**config.mk**
```make
export PLATFORM = sky130hd
export DESIGN_NAME = mant_mul_seq
export DESIGN_NICKNAME = d
export VERILOG_FILES = /design/src/rtl/mant_mul_seq.sv
export SDC_FILE = /design/constraint.sdc
export NUM_CORES = 1
export LEC_CHECK = 0
export CORE_MARGIN = 5
export CORE_UTILIZATION = 55
export DETAILED_ROUTE_END_ITERATION = 8
export PLACE_DENSITY = 0.82
export SETUP_SLACK_MARGIN = 0.05
export SYNTH_ARGS = -nofsm -noshare
export SYNTH_HDL_FRONTEND = slang
export SYNTH_SLANG_ARGS = --single-unit
```
**constraint.sdc**
```tcl
create_clock -name i_clk -period 6.1 [get_ports i_clk]
set_input_delay 0.915 -clock i_clk [delete_from_list [all_inputs] [get_ports i_clk]]
set_output_delay 0.915 -clock i_clk [all_outputs]
set_load 0.01 [all_outputs]
```
**src/rtl/mant_mul_seq.sv**
```systemverilog
// Radix-2 shift-add significand multiplier, one product bit per cycle.
// Valid/ready on both sides; result held in DONE until taken.
module mant_mul_seq #(
  parameter int WIDTH = 24,
  parameter int CNT_W = $clog2(WIDTH)
) (
  input  logic               i_clk,
  input  logic               i_rst_n,
  input  logic               i_valid,
  output logic               o_ready,
  input  logic [WIDTH-1:0]   i_mant_a,
  input  logic [WIDTH-1:0]   i_mant_b,
  output logic               o_valid,
  input  logic               i_ready,
  output logic [2*WIDTH-1:0] o_product
);

  typedef enum logic [1:0] {
    IDLE,
    BUSY,
    DONE
  } state_t;

  state_t state;
  state_t state_n;

  logic [WIDTH-1:0] mcand;
  logic [WIDTH-1:0] mplr;
  logic [WIDTH:0]   acc;
  logic [CNT_W-1:0] cnt;

  logic             accept;
  logic             last;
  logic [WIDTH:0]   sum;
  logic [WIDTH-1:0] acc_sh;
  logic [WIDTH-1:0] mplr_sh;

  assign o_ready = (state == IDLE) && i_rst_n;
  assign accept  = i_valid && o_ready;
  assign last    = (cnt == CNT_W'(WIDTH - 1));

  // acc[WIDTH] is always zero after a shift, so it adds nothing here
  assign sum     = acc + {1'b0, (mplr[0] ? mcand : '0)};
  assign acc_sh  = sum[WIDTH:1];
  assign mplr_sh = {sum[0], mplr[WIDTH-1:1]};

  always_ff @(posedge i_clk) begin
    if (!i_rst_n) begin
      state <= IDLE;
    end else begin
      state <= state_n;
    end
  end

  always_comb begin
    state_n = state;
    unique case (state)
      IDLE: if (accept) state_n = BUSY;
      BUSY: if (last) state_n = DONE;
      DONE: if (i_ready) state_n = IDLE;
      default: state_n = IDLE;
    endcase
  end

  always_ff @(posedge i_clk) begin
    if (!i_rst_n) begin
      mcand     <= '0;
      mplr      <= '0;
      acc       <= '0;
      cnt       <= '0;
      o_product <= '0;
      o_valid   <= 1'b0;
    end else begin
      unique case (state)
        IDLE: begin
          if (accept) begin
            mcand <= i_mant_a;
            mplr  <= i_mant_b;
            acc   <= '0;
            cnt   <= '0;
          end
        end
        BUSY: begin
          acc  <= {1'b0, acc_sh};
          mplr <= mplr_sh;
          cnt  <= cnt + 1'b1;
          if (last) begin
            o_product <= {acc_sh, mplr_sh};
            o_valid   <= 1'b1;
          end
        end
        DONE: begin
          if (i_ready) o_valid <= 1'b0;
        end
        default: o_valid <= 1'b0;
      endcase
    end
  end

endmodule
```
======== Word-level counts from Yosys, hierarchy flattened ========
Cells that the tools add are included.
cells by class
  $add $sub $neg .......................... 2
  equality and inequality tests ........... 6
  mux-type cells .......................... 14
  bitwise operators ....................... 1
  reductions and logical operators ........ 9
operator list
  operator               count
  $pmux W25 S2           1
  $mux W24               2
  $pmux W24 S2           1
  $add A25 B24 Y25       1
  $mux W25               1
  $pmux W5 S2            1
  $mux W2                3
  $ne A2 B2 Y1 const B   3
  $pmux W2 S3            1
  $reduce_and A2 Y1      3
  $reduce_and A3 Y1      2
  $add A5 B1 Y5 const B  1
  $eq A5 B5 Y1 const B   1
  $mux W5                1
  $pmux W1 S3            1
  $eq A2 B1 Y1 const B   1
  $eq A2 B2 Y1 const B   1
  $logic_and A1 B1 Y1    2
  $logic_not A2 Y1       1
  $mux W1                2
  $reduce_bool A2 Y1     1
  $not A1 Y1             1
word-level totals
  flip-flop bits (word level) ............. 129
  input bits .............................. 52
  word-level logic and storage cells ...... 39

======== Longest topological paths before layout ========
Gate-level depths: netlist (run 1).
  word-level depth ........................ 5
  depth in mapped cells ................... 11
  gate-level depth less buffers ........... 10

======== Worst setup path before layout (run 1) ========
Ideal clock, no wire load.
  path kind ............................... reg2reg
  start point ............................. reg mplr[0]
  end point ............................... reg acc[19]
  setup time .............................. 0.117 ns
  arrival ................................. 2.542 ns
  slack ................................... 3.442 ns
  cell stages (with the launch flop) ...... 11
  period minus slack after synthesis ...... 2.658 ns
  cells stage by stage .................... dfxtp_1 -> clkbuf_1 -> and2_1 -> ha_1 -> fa_1 -> a21oi_1 -> o211ai_1 -> a2111oi_2 -> o21ai_0 -> xor2_1 -> a22o_1
between the ends
  longest elaborated chain between the ends .. 3
RTL lines
  what                    RTL line  text
  from (decl)             28        logic [WIDTH-1:0] mplr;
  from (signal assigned)  78        mplr <= i_mant_b;
  from (signal assigned)  85        mplr <= mplr_sh;
  $mux W24                43        assign sum = acc + {1'b0, (mplr[0] ? mcand : '0)};
  $add A25 B24 Y25        43
  $pmux W25 S2            74        unique case (state)
  to (signal assigned)    84        acc <= {1'b0, acc_sh};
  to (decl)               29        logic [WIDTH:0] acc;
No other way between the ends.
A chain may end at the register's enable or synchronous reset.

======== Worst setup path in the final report (run 1) ========
  start point ............................. in i_rst_n
  end point ............................... out o_ready
between the ends
  longest elaborated chain between the ends .. 1
RTL lines
  what                 RTL line  text
  from (decl)          8         input logic i_rst_n,
  $logic_and A1 B1 Y1  38        assign o_ready = (state == IDLE) && i_rst_n;
  to (decl)            10        output logic o_ready,
No other way between the ends.

==> results of run 1 <==
==> metal layers <==
layer	vias up	wire length, µm	GRT usage
met3	31	895	0.06632
met2	172	7846	0.4150
met5	-	0	0
met1	2681	7195	0.3165
li1	2831	-	-
met4	0	299	0.08817
==> registers in the layout, indices dropped and copies added, names as in the netlist <==
name / cells
o_product: 48
acc: 24
mcand: 24
mplr: 24
cnt: 5
state: 2
o_valid: 1
==> final cells by class <==
class,instances,share of cell area
multi-input cells,594,0.4428
flip-flops and latches,128,0.3268
repair buffers,108,0.1353
clock buffers,18,0.05601
well taps,140,0.02234
clock inverters,14,0.01484
inverters,4,0.001915
==> power by group through the flow <==
stage | clock [mW] | combinational (mW) | sequential [mW]
2_1_floorplan | 0 | 0.0942 | 0.895
3_3_place_gp | 0 | 0.143 | 0.902
3_5_place_dp | 0 | 0.148 | 0.903
4_1_cts | 0.959 | 0.150 | 0.886
5_1_grt | 1.01 | 0.166 | 0.889
6_report | 0.948 | 0.150 | 0.886
==> logic make-up after synthesis <==
group | synth area share
AOI/OAI and AO/OA | 0.2030
adders and majority gates | 0.05347
muxes | 0.001608
and+or+nand+nor | 0.2667
buffers and inverters | 0.03256
xor gates and xnor gates | 0.03096
DFF | 0.4117
==> cell usage after synthesis (2+ instances only) <==
library cell / number
a211o_1: 2
a211oi_1: 2
a21boi_0: 44
a21o_1: 6
a21oi_1: 30
a22o_1: 5
a31oi_1: 3
a41oi_1: 2
and2_1: 31
buf_1: 5
clkbuf_1: 45
dfxtp_1: 128
ha_1: 25
inv_1: 4
nand2_1: 220
nand2b_1: 4
nand3_1: 70
nand3b_1: 4
nand4_1: 8
nor2_1: 19
nor2b_1: 5
o211a_1: 25
o211ai_1: 5
o21ai_0: 36
o21bai_1: 2
o221ai_1: 4
xnor2_1: 8
xor2_1: 14
==> critical path: cells and delay by family <==
family | cells | cell delay [ns]
buffers and inverters | 2 | 1.00
AND/OR/NAND/NOR | 1 | 0.40
==> stage by stage <==
stage	power [mW]	hold WS [ns]	util	area (µm²)	worst slack, ns
floorplan	0.9894	0.4241	-	6225	3.442
global placement	1.045	0.4378	0.6634	7286	2.910
detailed placement	1.051	0.4425	0.6634	7286	2.877
CTS	1.994	0.4520	0.7139	7841	2.872
global route	2.061	0.4799	0.7139	7841	2.586
finish	1.984	0.4501	0.7139	7841	2.859
==> path summary, 6_finish.rpt <==
path,from,endpoint,slack (ns)
min reg2reg,mcand[15]$_SDFFE_PN0P_,mcand[15]$_SDFFE_PN0P_,0.45
min,mcand[15]$_SDFFE_PN0P_,mcand[15]$_SDFFE_PN0P_,0.45
max,i_rst_n,o_ready,2.86
max reg2reg,mplr[0]$_SDFFE_PN0P_,o_product[43]$_SDFFE_PN0P_,2.90
==> cells in the final DEF, fill, tap and decap left out, types with 2 or more instances in the layout <==
master	n
and2_1	31
nand2_1	219
o221ai_1	4
a31oi_1	3
o21bai_1	2
nor2_1	18
a211oi_1	2
inv_6	2
a21oi_1	30
nand3b_1	4
dfxtp_1	128
o211ai_1	5
nand2_2	2
o21ai_0	36
o211a_1	25
clkdlybuf4s50_1	100
a41oi_1	2
nor2b_1	5
xnor2_1	8
clkinv_4	3
inv_1	4
a21boi_0	44
nand2b_1	3
a22o_1	5
xor2_1	14
ha_1	25
a211o_1	2
a21o_1	6
buf_4	8
nand3_1	70
clkbuf_16	17
nand4_1	8
clkinv_2	7
==> metrics.cfg, run 1 <==
[outcome]
status = complete, no violations

[critical_path]
cp.arrival_ns = 2.33
crit_required_ns = 5.18
crit_path_max_fanout = 47
worstSetupEndpointType = output port
start_kind = primary input
slowest_stage = clkdlybuf4s50_1
cp_slowest_stage_delay_ns = 0.63
crit_type = in2out
ff2ff_path_depth = 10
crit_chain = buf_4 -> nor3b_1 -> clkdlybuf4s50_1

[cells_and_area]
nets = 931
final-seq-area_mm2 = 0.002562
drive_gt1_frac = 0.05774
antennaDiodeCount = 0
multiInputGateArea_mm2 = 0.003472
final.fill_count = 865
instances_no_fill = 1006
area_delta_synth_final_pct = 25.97

[hold_path]
hold_path_class = reg2reg
whs_path_depth = 2

[grt]
grt_pass1_vias = 5634
grt_max_degree = 85
antenna_found_initial = 0
grt_pass1_wl_um = 27020
grt_overflow_total = 0
grt_usage = 0.2508

[cts]
post_cts_resized = 0
cts_buffers = 17
clockBufferDepth = 2
clkTransAtPathRegs_ns = 0.06
cts_root_buf = clkbuf_16
insertion_delay_ns = 0.42
post_cts_buffers = 0
ctsHoldBuffers = 0
cts.sinks = 128
h-tree-depth = 4
cts_tree = built

[die]
die_height_um = 116.4
die_w_um = 116.4
dieArea_mm2 = 0.01355
core_mm2 = 0.01098
io_pins = 102
fp-row-count = 38
start_util = 0.5668

[sta]
clock_skew_ns = 0.008703
rsz0062_at_grt = false
period_share = 0.5313
finalHoldViolCount = 0
relSlewSlack = 0.5075
worst_pin_slew_ns = 0.7388
tns_ns = 0
clock.fmax_mhz = 308.5
min_period_ns = 3.241
setup_viol = 0
maxSlewViolCount = 0

[synth]
synth.top_cell.area_share = 0.4117
synth_nets = 854
synthCells = 776
avgSynthCellArea_um2 = 8.022
yosysWarnings = 0
netlist_area_mm2 = 0.006225
synth_flop_cell = dfxtp_1
ys_seq_area_frac = 0.4117
async_flop_share = 0
synth.area.top_cells = dfxtp_1, nand2_1, nand3_1
ys_types = 48
synth.largest_area_cell = dfxtp_1
ys_ff_latch = 128
synth_edf_count = 0

[drt]
drt-vias-per-instance = 5.681
vias = 5715
routed_wl_um = 16240
drt_iter0_drc = 534
route.detailed.drc = 0
ant_nets = 0
dr.pass1.iters = 5
wl_per_cell_um = 16.14

[placement]
gp_congestion = 0.9033
dp_hpwl_um = 11070
post-place-cells = 974
io_buffers = 101

[power_and_ir_drop]
pwr-share-clk = 0.478
switchingPower_uw = 481.0
p_int_mw = 1.503
pwr-share-seq = 0.446
leakage_nw = 3.356
peakVddDrop_mv = 0.2219
switching_share = 0.2424
p_per_area_mw_per_mm2 = 253.1
comb_power_share = 0.076

[job]
maxCapViolations = 0

Power figures use the tool's default switching activity.
==> run 2, diff against run 1 <==
--- a/config.mk
+++ b/config.mk
@@ -6,9 +6,9 @@
 export NUM_CORES = 1
 export LEC_CHECK = 0
 export CORE_MARGIN = 5
-export CORE_UTILIZATION = 55
+export CORE_UTILIZATION = 54
 export DETAILED_ROUTE_END_ITERATION = 8
-export PLACE_DENSITY = 0.82
+export PLACE_DENSITY = 0.81
 export SETUP_SLACK_MARGIN = 0.05
 export SYNTH_ARGS = -nofsm -noshare
 export SYNTH_HDL_FRONTEND = slang
==> constraint.sdc (replaced) <==
create_clock -name i_clk -period 3.3 [get_ports i_clk]
set_input_delay 0.495 -clock i_clk [delete_from_list [all_inputs] [get_ports i_clk]]
set_output_delay 0.495 -clock i_clk [all_outputs]
set_load 0.01 [all_outputs]
==> metrics.cfg, run 2 (synthesis gave the netlist of run 1 again) <==
[grt]
antenna_found_initial = 0
grt_pass1_wl_um = 27120
grt_usage = 0.2382
grt_overflow_total = 0
grt_pass1_vias = 5601
grt_max_degree = 116

[hold_path]
hp-start = i_rst_n
hold_path_class = in2reg

[cells_and_area]
largest_reg_flops = 48
multiInputGateArea_mm2 = 0.003472
final-seq-area_mm2 = 0.002562
regMostFlops = o_product
antennaDiodeCount = 0
most-common-layout-cells = nand2_1, dfxtp_1, clkdlybuf4s50_1
final_common_cell = nand2_1
area_delta_synth_final_pct = 27.90
postLayoutCoreUtil = 0.7002
final.fill_count = 910
instances_no_fill = 1012
drive_gt1_frac = 0.05984
nets = 935

[outcome]
status = complete, no violations

[drt]
route.detailed.drc = 0
drt_iter0_drc = 426
wl_per_cell_um = 16.30
vias = 5756
routed_wl_um = 16500
ant_nets = 0
dr.pass1.iters = 5
drt-vias-per-instance = 5.688

[cts]
ctsHoldBuffers = 0
insertion_delay_ns = 0.42
post_cts_resized = 0
cts_tree = built
post_cts_buffers = 0
cts_root_buf = clkbuf_16
h-tree-depth = 4
clockBufferDepth = 2
clkTransAtPathRegs_ns = 0.05
cts_buffers = 17
cts.sinks = 128

[sta]
period_share = 0.8453
relSlewSlack = 0.3186
min_period_ns = 2.790
clock.fmax_mhz = 358.5
setup_viol = 0
worst_pin_slew_ns = 1.022
finalHoldViolCount = 0
maxSlewViolCount = 0
rsz0062_at_grt = false
clock_skew_ns = 0.004776
tns_ns = 0

[critical_path]
r2r_start = mplr[0]$_SDFFE_PN0P_
worstSetupEndpointType = flop
crit_path_max_fanout = 5
crit_required_ns = 3.64
start_kind = flop
cp.arrival_ns = 3.13
reg2reg_slack_ns = 0.51
setup.worst_path.start = mplr[0]$_SDFFE_PN0P_
crit_type = reg2reg

[die]
dieArea_mm2 = 0.01377
start_util = 0.5475
core_mm2 = 0.01137
fp-row-count = 39
io_pins = 102
die_w_um = 117.4
die_height_um = 117.4

[power_and_ir_drop]
peakVddDrop_mv = 0.4528
p_per_area_mw_per_mm2 = 489.9
leakage_nw = 3.407

[placement]
gp_congestion = 0.8843
dp_hpwl_um = 11730
io_buffers = 101
post-place-cells = 981

[job]
maxCapViolations = 0

[run 2: cell count changes in the layout (fill, tap and decap cells not counted), sizes merged]
cell,change
clkinv,-6
buf,+4
bufinv,+3
clkbuf,+3
inv,-2
clkinvlp,+1
[run 2: worst max-delay path, cell delays in order, from the launching register on]
cell       delay, ns
dfxtp_1         0.33
and2_1          0.15
ha_1            0.21
fa_1            0.42
a21oi_1         0.24
o211ai_1        0.19
a2111oi_2       0.48
o21ai_0         0.23
xor2_1          0.24
nand2_1         0.07
a21boi_0        0.16
[run 2: final timing paths]
check                                                  end  cells after the start
worst max-delay path            o_product[43]$_SDFFE_PN0P_                     10
worst min-delay path                  acc[23]$_SDFFE_PN0P_                      3
worst max register to register  o_product[43]$_SDFFE_PN0P_                     10
worst min register to register      mcand[22]$_SDFFE_PN0P_                      2
[run 2: power breakdown]
part | internal, mW | switching [mW] | leakage, nW
clock network | 1.32 | 0.666 | 0.305
logic | 0.135 | 0.150 | 2.06
registers | 1.60 | 0.0352 | 1.04
[run 2: layout make-up]
cell class              instances  area share
clock buffers                  21     0.05909
clock inverters                10     0.01996
inverters                       4    0.001886
multi-input cells             594      0.4361
flip-flops and latches        128      0.3219
well taps                     143     0.02247
repair buffers                112      0.1386
[run 2: through the flow]
step / hold WS, ns / cell area, µm² / power (mW) / setup slack (ns)
after global routing: 0.4147 / 7961 / 4.051 / 0.2257
final: 0.4104 / 7961 / 3.900 / 0.5104
after global placement: 0.4410 / 7332 / 1.941 / 0.5913
after detailed placement: 0.4446 / 7332 / 1.949 / 0.5165
after CTS: 0.3938 / 7961 / 3.935 / 0.5050
after floorplan: 0.4241 / 6225 / 1.829 / 0.6415
[run 2: routing by layer]
layer	routed length, µm	track usage	up-vias
met5	0	0	-
met3	759	0.06015	27
met4	313	0.08992	0
met2	8029	0.3978	142
met1	7394	0.2950	2745
li1	-	-	2842
==> run 3, diff against run 2 <==
==> constraint.sdc (replaced) <==
create_clock -name i_clk -period 2.68 [get_ports i_clk]
set_input_delay 0.402 -clock i_clk [delete_from_list [all_inputs] [get_ports i_clk]]
set_output_delay 0.402 -clock i_clk [all_outputs]
set_load 0.01 [all_outputs]
==> metrics.cfg, run 3 (synthesis gave the netlist of run 1 again) <==
[outcome]
status = complete, no violations

[power_and_ir_drop]
p_per_area_mw_per_mm2 = 567.3
peakVddDrop_mv = 0.6521
leakage_nw = 3.537
finalPower_mw = 4.768

[critical_path]
worstSetupEndpointType = flop
crit_path_max_fanout = 15
ff2ff_path_depth = 10
reg2reg_slack_ns = 0.11
r2r_start = mplr[0]$_SDFFE_PN0P_
cp_slowest_stage_delay_ns = 0.54
crit_chain = buf_4 -> buf_6 -> and2_1 -> ha_2 -> nand4_1 -> o221ai_2 -> a221o_1 -> a41oi_2 -> or4b_1 -> nand3_1
crit_cells = 10
start_kind = flop
setup.worst_path.start = mplr[0]$_SDFFE_PN0P_
slowest_stage = or4b_1
regToRegEndpoint = o_product[46]$_SDFFE_PN0P_
cp.arrival_ns = 2.93
crit_type = reg2reg
endpoint = o_product[46]$_SDFFE_PN0P_
path_delay_family = simple AND/OR/NAND/NOR gates
path_buf_inv = 2
crit_required_ns = 3.04

[drt]
vias = 5757
wl_met2_um = 8425
wl_met1_um = 7491
drt_iter0_drc = 504
dr.pass1.iters = 6
ant_nets = 0
top_layer = met4
wl_per_cell_um = 16.31
routed_wl_um = 16920
route.detailed.drc = 0
wl_met3_um = 710
drt-vias-per-instance = 5.552

[sta]
clock_skew_ns = 0.009920
clock.fmax_mhz = 389.5
finalHoldViolCount = 0
rsz0062_at_grt = true
finalHoldWorstSlack_ns = 0.3023
min_period_ns = 2.567
relSlewSlack = 0.3016
worst_pin_slew_ns = 1.048
setup_viol = 0
fin_ws_ns = 0.1128
maxSlewViolCount = 0
tns_ns = 0
period_share = 0.9579

[grt]
grt_pass1_wl_um = 27600
grt_pass1_vias = 5621
antenna_found_initial = 0
grt_overflow_total = 0
grt_usage = 0.2422
grt_max_degree = 118

[die]
start_util = 0.5475
dieArea_mm2 = 0.01377
die_w_um = 117.4
die_height_um = 117.4
fp-row-count = 39
io_pins = 102
core_mm2 = 0.01137

[cells_and_area]
regMostFlops = o_product
instances_no_fill = 1037
design_area_mm2 = 0.008404
drive_gt1_frac = 0.1421
most-common-layout-cells = nand2_1, dfxtp_1, clkdlybuf4s50_1
postLayoutCoreUtil = 0.7392
area_delta_synth_final_pct = 35.02
largest_reg_flops = 48
final_common_cell = nand2_1
nets = 959
antennaDiodeCount = 0

[hold_path]
hold_path_class = in2reg
hp-start = i_rst_n

[placement]
placed_area_mm2 = 0.007462
pre_cts_ws_ns = -0.01432
io_buffers = 101
dp_hpwl_um = 11890
post-place-cells = 1000
gp_congestion = 0.8639

[job]
maxCapViolations = 0

[cts]
clkTransAtPathRegs_ns = 0.06
insertion_delay_ns = 0.43
cts.sinks = 128
cts_tree = built
h-tree-depth = 4
cts_root_buf = clkbuf_16
clockBufferDepth = 2
cts_buffers = 17

run 3: report_power, final:
group          switching [mW]  internal (mW)
registers              0.0435           1.97
clock network           0.875           1.51
logic                   0.192          0.181
total                    1.11           3.66
run 3: repair_timing:
item | 4_1_cts | 5_1_grt
endpoints found under the setup margin | 13 | 25
buffers inserted | 0 | 5
hold buffers | 0 | 0
gates resized for setup | 9 | 54
pin swaps | 4 | 24
run 3: cell type report:
type	count	area (µm²)
multi-input combinational	594	3757
fill	877	2965
sequential	128	2565
timing repair buffer	136	1275
clock buffer	19	452.9
tap	143	178.9
clock inverter	13	160.2
inverter	4	15.01
run 3: worst register-to-register path, cell delays in order (launching register included):
cell	delay, ns
dfxtp_2	0.32
buf_4	0.16
buf_6	0.15
and2_1	0.14
ha_2	0.41
nand4_1	0.19
o221ai_2	0.26
a221o_1	0.21
a41oi_2	0.05
or4b_1	0.54
nand3_1	0.09
run 3: per-layer routing:
layer	vias up	GRT usage
met5	-	0
li1	2890	-
met2	129	0.4070
met4	0	0.09210
met1	2715	0.3036
met3	23	0.05149
run 3: how the worst min path moves through the flow:
stage,cells past startpoint,end
after floorplan,1,cnt[4]$_SDFFE_PN0P_
after global placement,1,cnt[4]$_SDFFE_PN0P_
after detailed placement,2,mcand[0]$_SDFFE_PN0P_
after CTS,3,acc[23]$_SDFFE_PN0P_
after global routing,3,acc[23]$_SDFFE_PN0P_
final,3,acc[23]$_SDFFE_PN0P_
